==> src/rtl/eprisc_bus_decoder_pkg.sv <==
// eprisc_bus_pkg: FSM states, fault codes and width helper shared by the bus decoder files.
package eprisc_bus_pkg;
   typedef enum logic [1:0] {S_IDLE, S_WAIT, S_DONE} state_t;
   typedef enum logic [1:0] {
      FAULT_NONE     = 2'd0,
      FAULT_UNMAPPED = 2'd1,
      FAULT_TIMEOUT  = 2'd2
   } fault_t;
   function automatic int clog2_min1(input int v);
      return (v < 2) ? 1 : $clog2(v);
   endfunction
endpackage

==> src/rtl/eprisc_bus_decoder_if.sv <==
// eprisc_bus_decoder_if: core request, slave completion and fault-record signals of the decoder.
interface eprisc_bus_decoder_if #(
   parameter int CHANNELS   = 4,
   parameter int ADDR_WIDTH = 32,
   parameter int DATA_WIDTH = 32
);
   logic                           iAccess;
   logic                           iWrite;
   logic [ADDR_WIDTH-1:0]          iAddress;
   logic [CHANNELS-1:0]            iSlaveReady;
   logic [CHANNELS*DATA_WIDTH-1:0] iSlaveData;
   logic                           iFaultClear;
   logic [CHANNELS-1:0]            oSelect;
   logic                           oWrite;
   logic                           oReady;
   logic [DATA_WIDTH-1:0]          oData;
   logic                           oError;
   logic                           oFault;
   logic [1:0]                     oFaultCode;
   logic [ADDR_WIDTH-1:0]          oFaultAddress;
   modport master (
      output iAccess, iWrite, iAddress, iSlaveReady, iSlaveData, iFaultClear,
      input  oSelect, oWrite, oReady, oData, oError, oFault, oFaultCode, oFaultAddress
   );
   modport slave (
      input  iAccess, iWrite, iAddress, iSlaveReady, iSlaveData, iFaultClear,
      output oSelect, oWrite, oReady, oData, oError, oFault, oFaultCode, oFaultAddress
   );
endinterface

==> src/rtl/eprisc_bus_decoder_region_match.sv <==
// eprisc_region_match: combinational address-window matcher, lowest hitting index wins.
module eprisc_region_match
   import eprisc_bus_pkg::*;
#(
   parameter int CHANNELS   = 4,
   parameter int ADDR_WIDTH = 32,
   parameter logic [CHANNELS*ADDR_WIDTH-1:0] CH_BASE  = '0,
   parameter logic [CHANNELS*ADDR_WIDTH-1:0] CH_LIMIT = '0,
   localparam int IW = clog2_min1(CHANNELS)
) (
   input  logic [ADDR_WIDTH-1:0] addr,
   output logic                  hit,
   output logic [IW-1:0]         index
);
   // Scanning downwards lets the lowest matching window overwrite the rest.
   always_comb begin
      hit   = 1'b0;
      index = '0;
      for (int i = CHANNELS - 1; i >= 0; i--) begin
         if (addr >= CH_BASE[i*ADDR_WIDTH +: ADDR_WIDTH] && addr < CH_LIMIT[i*ADDR_WIDTH +: ADDR_WIDTH]) begin
            hit   = 1'b1;
            index = IW'(i);
         end
      end
   end
endmodule

==> src/rtl/eprisc_bus_decoder.sv <==
// eprisc_bus_decoder: windowed slave select with registered Access/Ready handshake,
// bus timeout and a sticky fault record.
module eprisc_bus_decoder
   import eprisc_bus_pkg::*;
#(
   parameter int CHANNELS   = 4,
   parameter int ADDR_WIDTH = 32,
   parameter int DATA_WIDTH = 32,
   parameter logic [CHANNELS*ADDR_WIDTH-1:0] CH_BASE  = {32'h0000_3000, 32'h0000_2000, 32'h0000_1000, 32'h0000_0000},
   parameter logic [CHANNELS*ADDR_WIDTH-1:0] CH_LIMIT = {32'h0080_0000, 32'h0000_3000, 32'h0000_2000, 32'h0000_1000},
   parameter int TIMEOUT    = 16
) (
   input logic                  iClock,
   input logic                  iReset,
   eprisc_bus_decoder_if.slave  bus
);
   localparam int IW = clog2_min1(CHANNELS);
   localparam int CW = clog2_min1(TIMEOUT + 1);

   state_t                state_q;
   logic [IW-1:0]         idx_q;
   logic [CW-1:0]         cnt_q;
   logic [ADDR_WIDTH-1:0] addr_q;
   logic [CHANNELS-1:0]   select_q;
   logic                  write_q;
   logic                  ready_q;
   logic [DATA_WIDTH-1:0] data_q;
   logic                  error_q;
   logic                  fault_q;
   fault_t                fcode_q;
   logic [ADDR_WIDTH-1:0] faddr_q;
   logic                  m_hit;
   logic [IW-1:0]         m_index;

   eprisc_region_match #(
      .CHANNELS  (CHANNELS),
      .ADDR_WIDTH(ADDR_WIDTH),
      .CH_BASE   (CH_BASE),
      .CH_LIMIT  (CH_LIMIT)
   ) u_match (
      .addr (bus.iAddress),
      .hit  (m_hit),
      .index(m_index)
   );

   // A fault raised later in this block overrides a same-cycle clear.
   always_ff @(posedge iClock) begin
      if (iReset) begin
         state_q  <= S_IDLE;
         idx_q    <= '0;
         cnt_q    <= '0;
         addr_q   <= '0;
         select_q <= '0;
         write_q  <= 1'b0;
         ready_q  <= 1'b0;
         data_q   <= '0;
         error_q  <= 1'b0;
         fault_q  <= 1'b0;
         fcode_q  <= FAULT_NONE;
         faddr_q  <= '0;
      end else begin
         if (bus.iFaultClear) begin
            fault_q <= 1'b0;
            fcode_q <= FAULT_NONE;
            faddr_q <= '0;
         end
         case (state_q)
            S_IDLE: if (bus.iAccess) begin
               addr_q  <= bus.iAddress;
               write_q <= bus.iWrite;
               idx_q   <= m_index;
               cnt_q   <= '0;
               if (m_hit) begin
                  state_q  <= S_WAIT;
                  select_q <= CHANNELS'(1) << m_index;
               end else begin
                  state_q <= S_DONE;
                  ready_q <= 1'b1;
                  data_q  <= '0;
                  error_q <= 1'b1;
                  fault_q <= 1'b1;
                  fcode_q <= FAULT_UNMAPPED;
                  faddr_q <= bus.iAddress;
               end
            end
            S_WAIT: if (!bus.iAccess) begin
               state_q  <= S_IDLE;
               select_q <= '0;
            end else if (bus.iSlaveReady[idx_q]) begin
               state_q  <= S_DONE;
               select_q <= '0;
               ready_q  <= 1'b1;
               data_q   <= bus.iSlaveData[int'(idx_q)*DATA_WIDTH +: DATA_WIDTH];
               error_q  <= 1'b0;
            end else if (TIMEOUT != 0 && cnt_q == CW'(TIMEOUT - 1)) begin
               state_q  <= S_DONE;
               select_q <= '0;
               ready_q  <= 1'b1;
               data_q   <= '0;
               error_q  <= 1'b1;
               fault_q  <= 1'b1;
               fcode_q  <= FAULT_TIMEOUT;
               faddr_q  <= addr_q;
            end else begin
               cnt_q <= cnt_q + CW'(1);
            end
            S_DONE: if (!bus.iAccess) begin
               state_q <= S_IDLE;
               ready_q <= 1'b0;
            end
            default: state_q <= S_IDLE;
         endcase
      end
   end

   assign bus.oSelect       = select_q;
   assign bus.oWrite        = write_q;
   assign bus.oReady        = ready_q;
   assign bus.oData         = data_q;
   assign bus.oError        = error_q;
   assign bus.oFault        = fault_q;
   assign bus.oFaultCode    = fcode_q;
   assign bus.oFaultAddress = faddr_q;
endmodule
==> src/flat_wrapper.sv <==
// flat-port wrapper written by rule: the top's interface ports become plain ports
module eprisc_bus_decoder_flat import eprisc_bus_pkg::*;
#(
   parameter int CHANNELS   = 4,
   parameter int ADDR_WIDTH = 32,
   parameter int DATA_WIDTH = 32,
   parameter logic [CHANNELS*ADDR_WIDTH-1:0] CH_BASE  = {32'h0000_3000, 32'h0000_2000, 32'h0000_1000, 32'h0000_0000},
   parameter logic [CHANNELS*ADDR_WIDTH-1:0] CH_LIMIT = {32'h0080_0000, 32'h0000_3000, 32'h0000_2000, 32'h0000_1000},
   parameter int TIMEOUT    = 16
)
  (iClock, iReset, bus_iAccess, bus_iWrite, bus_iAddress, bus_iSlaveReady, bus_iSlaveData, bus_iFaultClear, bus_oSelect, bus_oWrite, bus_oReady, bus_oData, bus_oError, bus_oFault, bus_oFaultCode, bus_oFaultAddress);
  eprisc_bus_decoder_if #(.CHANNELS(CHANNELS), .ADDR_WIDTH(ADDR_WIDTH), .DATA_WIDTH(DATA_WIDTH)) bus_i ();
  input logic iClock;
  input logic iReset;
  input wire logic [$bits(bus_i.iAccess)-1:0] bus_iAccess;
  input wire logic [$bits(bus_i.iWrite)-1:0] bus_iWrite;
  input wire logic [$bits(bus_i.iAddress)-1:0] bus_iAddress;
  input wire logic [$bits(bus_i.iSlaveReady)-1:0] bus_iSlaveReady;
  input wire logic [$bits(bus_i.iSlaveData)-1:0] bus_iSlaveData;
  input wire logic [$bits(bus_i.iFaultClear)-1:0] bus_iFaultClear;
  output wire logic [$bits(bus_i.oSelect)-1:0] bus_oSelect;
  output wire logic [$bits(bus_i.oWrite)-1:0] bus_oWrite;
  output wire logic [$bits(bus_i.oReady)-1:0] bus_oReady;
  output wire logic [$bits(bus_i.oData)-1:0] bus_oData;
  output wire logic [$bits(bus_i.oError)-1:0] bus_oError;
  output wire logic [$bits(bus_i.oFault)-1:0] bus_oFault;
  output wire logic [$bits(bus_i.oFaultCode)-1:0] bus_oFaultCode;
  output wire logic [$bits(bus_i.oFaultAddress)-1:0] bus_oFaultAddress;
  assign bus_i.iAccess = bus_iAccess;
  assign bus_i.iWrite = bus_iWrite;
  assign bus_i.iAddress = bus_iAddress;
  assign bus_i.iSlaveReady = bus_iSlaveReady;
  assign bus_i.iSlaveData = bus_iSlaveData;
  assign bus_i.iFaultClear = bus_iFaultClear;
  assign bus_oSelect = bus_i.oSelect;
  assign bus_oWrite = bus_i.oWrite;
  assign bus_oReady = bus_i.oReady;
  assign bus_oData = bus_i.oData;
  assign bus_oError = bus_i.oError;
  assign bus_oFault = bus_i.oFault;
  assign bus_oFaultCode = bus_i.oFaultCode;
  assign bus_oFaultAddress = bus_i.oFaultAddress;
  eprisc_bus_decoder #(.CHANNELS(CHANNELS), .ADDR_WIDTH(ADDR_WIDTH), .DATA_WIDTH(DATA_WIDTH), .CH_BASE(CH_BASE), .CH_LIMIT(CH_LIMIT), .TIMEOUT(TIMEOUT)) u_core (.iClock(iClock), .iReset(iReset), .bus(bus_i));
endmodule
==> config.mk <==
export PLATFORM = sky130hd
export DESIGN_NAME = eprisc_bus_decoder_flat
export DESIGN_NICKNAME = d
export VERILOG_FILES = /design/src/rtl/eprisc_bus_decoder_pkg.sv /design/src/rtl/eprisc_bus_decoder_if.sv /design/src/rtl/eprisc_bus_decoder_region_match.sv /design/src/rtl/eprisc_bus_decoder.sv /design/src/flat_wrapper.sv
export SDC_FILE = /design/constraint.sdc
export NUM_CORES = 1
export LEC_CHECK = 0
export ABC_CLOCK_PERIOD_IN_PS = 2500
export CAP_MARGIN = 20
export CORE_AREA = 3 3 126 128
export CTS_BUF_LIST = sky130_fd_sc_hd__clkbuf_4
export DETAILED_ROUTE_END_ITERATION = 10
export DIE_AREA = 0 0 129 131
export PLACE_DENSITY = 0.79
export SLEW_MARGIN = 20
export SYNTH_ARGS = -nofsm -noshare
export SYNTH_HDL_FRONTEND = slang
export SYNTH_HIERARCHICAL = 1
export SYNTH_SLANG_ARGS = --single-unit
==> constraint.sdc <==
create_clock -name iClock -period 2.5 [get_ports iClock]
set_input_delay 0.75 -clock iClock [delete_from_list [all_inputs] [get_ports iClock]]
set_output_delay 0.75 -clock iClock [all_outputs]
set_load 0.005 [all_outputs]
==> impl_summary.txt <==
----------------------------------------------------
[Drt]
  Detailed Route WL ... around 21000 µm
  DRC violations left ... 0
  Detailed-router iteration count before antenna repair ... 5
  Via density per instance ... 5.68
  Iteration-0 DRC count of the detailed router ... around 430
  Post-detailed-route wirelength per cell ... around 20 µm
  Via count ... between 6000 and 7000
  Post-route ant nets ... 0

[Clocking]
  Number of instances resized during post-cts repair ... 0
  TritonCTS clock tree ... yes
  Total clock buffers created by CTS ... 17
  Number of sinks handled by clock tree synthesis ... 115
  Later-pin clock latency in the skew report ... ~0.53 ns
  Buffer type at the clock tree root ... clkbuf_4
  # H-tree levels ... 4
  Setup fix buffers added after clock tree synthesis ... 0
  Buffer levels on the longest clock path ... 2
  Count of hold-fix buffers inserted at cts ... 0
  Clock transition at path regs ... roughly 0.10 ns

[Global route]
  Pin count of the biggest net entering global routing ... 80
  Total grt overflow ... 0
  Overall fraction of global-route tracks in use ... between 20% and 30%
  Number of antenna violations at the first check in global routing ... 3
  Wire length of the first global-routing pass ... around 31000 µm
  Vias in the first global route ... around 6000

[Setup path]
  Most frequent CP cell ... ha_1
  Critical Path RT ... between 2 and 3 ns
  Worst setup path class ... flip-flop to flip-flop
  Signal arrival time at the worst endpoint ... between 2 and 3 ns
  Crit path capture type ... flip-flop
  Critical-path maximum fanout ... 32
  Highest cell delay on the worst timing path ... between 0.4 and 0.5 ns
  Critical path buffer and inverter count ... 1
  Cells along the critical path ... ha_1 > and3_1 > ha_1 > or3b_2 > o32a_1 > a31oi_4 > buf_12 > a22o_1
  CP max stage cell ... or3b_2
  CP startpoint kind ... flip-flop
  Cell type group with the largest total delay on the critical path ... simple AND/OR/NAND/NOR gates

[Power and ir drop]
  PnR Total Power ... ~4.4 mW
  Largest vdd supply drop ... 214 µV
  Leakage component of the power ... around 3.2 nW
  Power per Cell Area ... around 460 nW/µm²

[Logic synthesis]
  Instance count of the mapped netlist ... 610
  Share of the synthesized area in compound gates (AO/OA/AOI/OAI) ... ~28%
  Arithmetic-cell share of the synthesized area counting full adders, half adders and majority gates ... 0.617%
  Post-synthesis net count ... ~800
  Top flip-flop cell by instance count after synthesis ... dfxtp_1
  Area of the mapped netlist ... 6090 µm²
  Yosys cell types ... 48
  Mux contribution to synthesized area ... 12.7%
  Synthesized-area fraction occupied by xor and xnor cells ... 0%
  Synthesized area per cell ... 9.98 µm²
  Flops & latches, synth ... 115
  Number of synthesized flops with an enable pin ... 0
  Simple logic cell fraction of the synthesized area ... 15.9%
  Synthesis warning total ... 6
  Dominant combinational cell family by area after synthesis ... compound AO/OA/AOI/OAI gates
  Asr flop ratio synth ... 0%
  Sequential element share of the synthesized area ... 37.8%

[Final layout]
  # nets final ... roughly 1000
  Filler-free cell count of the finished design ... 1069
  Syn-to-layout area delta ... 54.1%
  Fraction of final layout cells with drive strength greater than 1 ... a little over a fifth
  Fillers ... 1257
  Non-Filler Cell Area, Final ... approximately 9400 µm²

[Placed design]
  Post-placement setup slack ... -0.261 ns
  Placed cell areas ... about 9000 µm²
  # port buffers ... approximately 240
  Estimated wirelength of the detail-placed design ... between 15000 and 20000 µm
  Final Wtd Congestion ... around 0.87
  # placed instances ... 1035

[Floorplanning]
  Row count ... between 40 and 50
  Width of the die ... around 130 µm
  Vert. Die Dim ... ~130 µm
  Die outline area ... roughly 17000 µm²
  Area of the core ... 15000 µm²
  Io pins ... roughly 240
  Initial core utilization ... about 41%

[Timing]
  Worst-case setup margin in the final layout ... about 0.12 ns
  Post-Route Hold Slack ... approximately 0.47 ns
  Highest achievable clock rate ... approximately 420 MHz
  Worst-Margin Slew ... between 0.5 and 0.6 ns
  Hold Fails Final Rpt ... 0
  Post-route clock period utilization ... roughly 95%
  Crit path time final ... about 2.4 ns
  Headroom to the max-slew limit ... 65.0%
  Number of max-slew violations in the final report ... 0
  Final setup violation count ... 0
  Final clock skew ... about 0.016 ns
  Setup repair after global routing missed its margin ... false

[Outcome]
  Run status ... complete, no violations

[Min path]
  Hold WC Path Type ... flip-flop to flip-flop

[Flow run]
  Max-Cap Viols ... 0

----------------------------------------------------
-- flip-flops by register name (all words and copies together), names as in the netlist --
| register | cells |
|---|---|
| u_core/state_q | 2 |
| u_core/bus.oFaultAddress | 32 |
| u_core/bus.oError | 1 |
| u_core/idx_q | 2 |
| u_core/cnt_q | 5 |
| u_core/bus.oData | 32 |
| u_core/bus.oReady | 1 |
| u_core/addr_q | 32 |
| u_core/bus.oWrite | 1 |
| u_core/bus.oSelect | 4 |
| u_core/bus.oFaultCode | 2 |
| u_core/bus.oFault | 1 |
-- area by class of cell --
type | instances | area, µm² | share of cell area (%)
well taps | 188 | 235 | 2.51
clock buffers | 19 | 143 | 1.52
flip-flops and latches | 115 | 2300 | 24.6
inverters | 6 | 22.5 | 0.240
multi-input cells | 433 | 3520 | 37.6
clock inverters | 12 | 188 | 2.00
repair buffers | 293 | 2950 | 31.5
diodes | 3 | 7.51 | 0.0801
-- path summary, 6_finish.rpt --
| path | from | to | slack, ns | depth (start not counted) |
|---|---|---|---|---|
| setup / recovery | u_core/cnt_q[0] | u_core/bus.oData[16] | 0.12 | 8 |
| hold / removal | u_core/addr_q[31] | u_core/addr_q[31] | 0.47 | 2 |
| setup reg to reg | u_core/cnt_q[0] | u_core/bus.oData[16] | 0.12 | 8 |
| hold reg to reg | u_core/addr_q[31] | u_core/addr_q[31] | 0.47 | 2 |
-- synthesized netlist by cell type (2+ instances only) --
master | n | area (µm²)
a21oi_1 | 44 | 220
nor3b_1 | 2 | 15.0
a22o_1 | 32 | 280
o31ai_1 | 3 | 22.5
mux2_2 | 2 | 22.5
nor2_1 | 44 | 165
nor3_1 | 2 | 10.0
and2_1 | 4 | 25.0
buf_4 | 3 | 22.5
a221oi_1 | 33 | 289
ha_1 | 3 | 37.5
a211oi_2 | 29 | 363
buf_6 | 4 | 45.0
mux4_2 | 33 | 743
a22oi_1 | 3 | 22.5
a22oi_2 | 29 | 363
or4_1 | 2 | 15.0
clkbuf_1 | 42 | 158
buf_1 | 2 | 7.51
nand2_1 | 81 | 304
nand4_1 | 7 | 43.8
a211oi_1 | 4 | 30.0
buf_2 | 5 | 25.0
o21ai_0 | 6 | 30.0
nor4_1 | 2 | 12.5
and3b_1 | 2 | 17.5
nand4b_1 | 2 | 17.5
and3_1 | 2 | 12.5
dfxtp_1 | 115 | 2300
a31oi_1 | 3 | 18.8
nand3b_1 | 4 | 30.0
inv_1 | 5 | 18.8
nor2b_1 | 33 | 206
a21o_1 | 4 | 30.0
nand2b_1 | 6 | 37.5
-- through the flow --
step	utilization (%)	setup TNS [ns]
global route	62.6	0
detailed placement	60.3	-11.74
finish	62.6	0
global placement	60.3	-12.45
floorplan	-	0
CTS	62.5	0
-- cells by family (layout without fill, tap and decap cells) --
kind of cell    Yosys count  count (layout)
compound gates          195             195
buf+inv                  62             330
simple gates            199             199
mux                      36              36
fa+ha+maj                 3               3
other cells               0               3
flops                   115             115
-- report_power, final --
group          total, mW  leakage [nW]  switching, mW  internal [mW]
sequential          1.94         0.941         0.0426           1.90
clock               1.61         0.173          0.715          0.899
combinational      0.796          2.13          0.310          0.486
-- metal layers --
metal	vias to the layer above	routed length, µm	share of wire, %	global-route usage (%)
li1	2835	-	-	-
met1	2919	8480	41	29.7
met2	285	10200	49	39.6
met3	34	1610	7.7	6.46
met4	0	575	2.7	10.2
met5	-	0	0	0
-- cell usage in the layout (no fill, tap or decap), types with 4 or more instances in the layout --
master / Yosys / layout
mux4_2: 33 / 33
buf_12: 0 / 12
a221oi_1: 33 / 33
buf_4: 3 / 40
o21ai_0: 6 / 6
inv_1: 5 / 5
nor2_1: 44 / 43
and2_1: 4 / 4
nor2b_1: 33 / 33
nand3b_1: 4 / 4
nand4_1: 7 / 7
clkdlybuf4s50_1: 0 / 241
a21o_1: 4 / 4
a22oi_2: 29 / 29
nand2b_1: 6 / 6
a211oi_2: 29 / 29
dfxtp_1: 115 / 113
nand2_1: 81 / 81
clkbuf_4: 0 / 19
a211oi_1: 4 / 4
bufinv_16: 0 / 5
a22o_1: 32 / 32
a21oi_1: 44 / 44
-- worst min-delay path: cells and delay by family (launching register included) --
kind            cells  cell delay [ns]
flops               1             0.32
simple gates        1             0.05
compound gates      1             0.05
(Power assumes the default switching activity.)
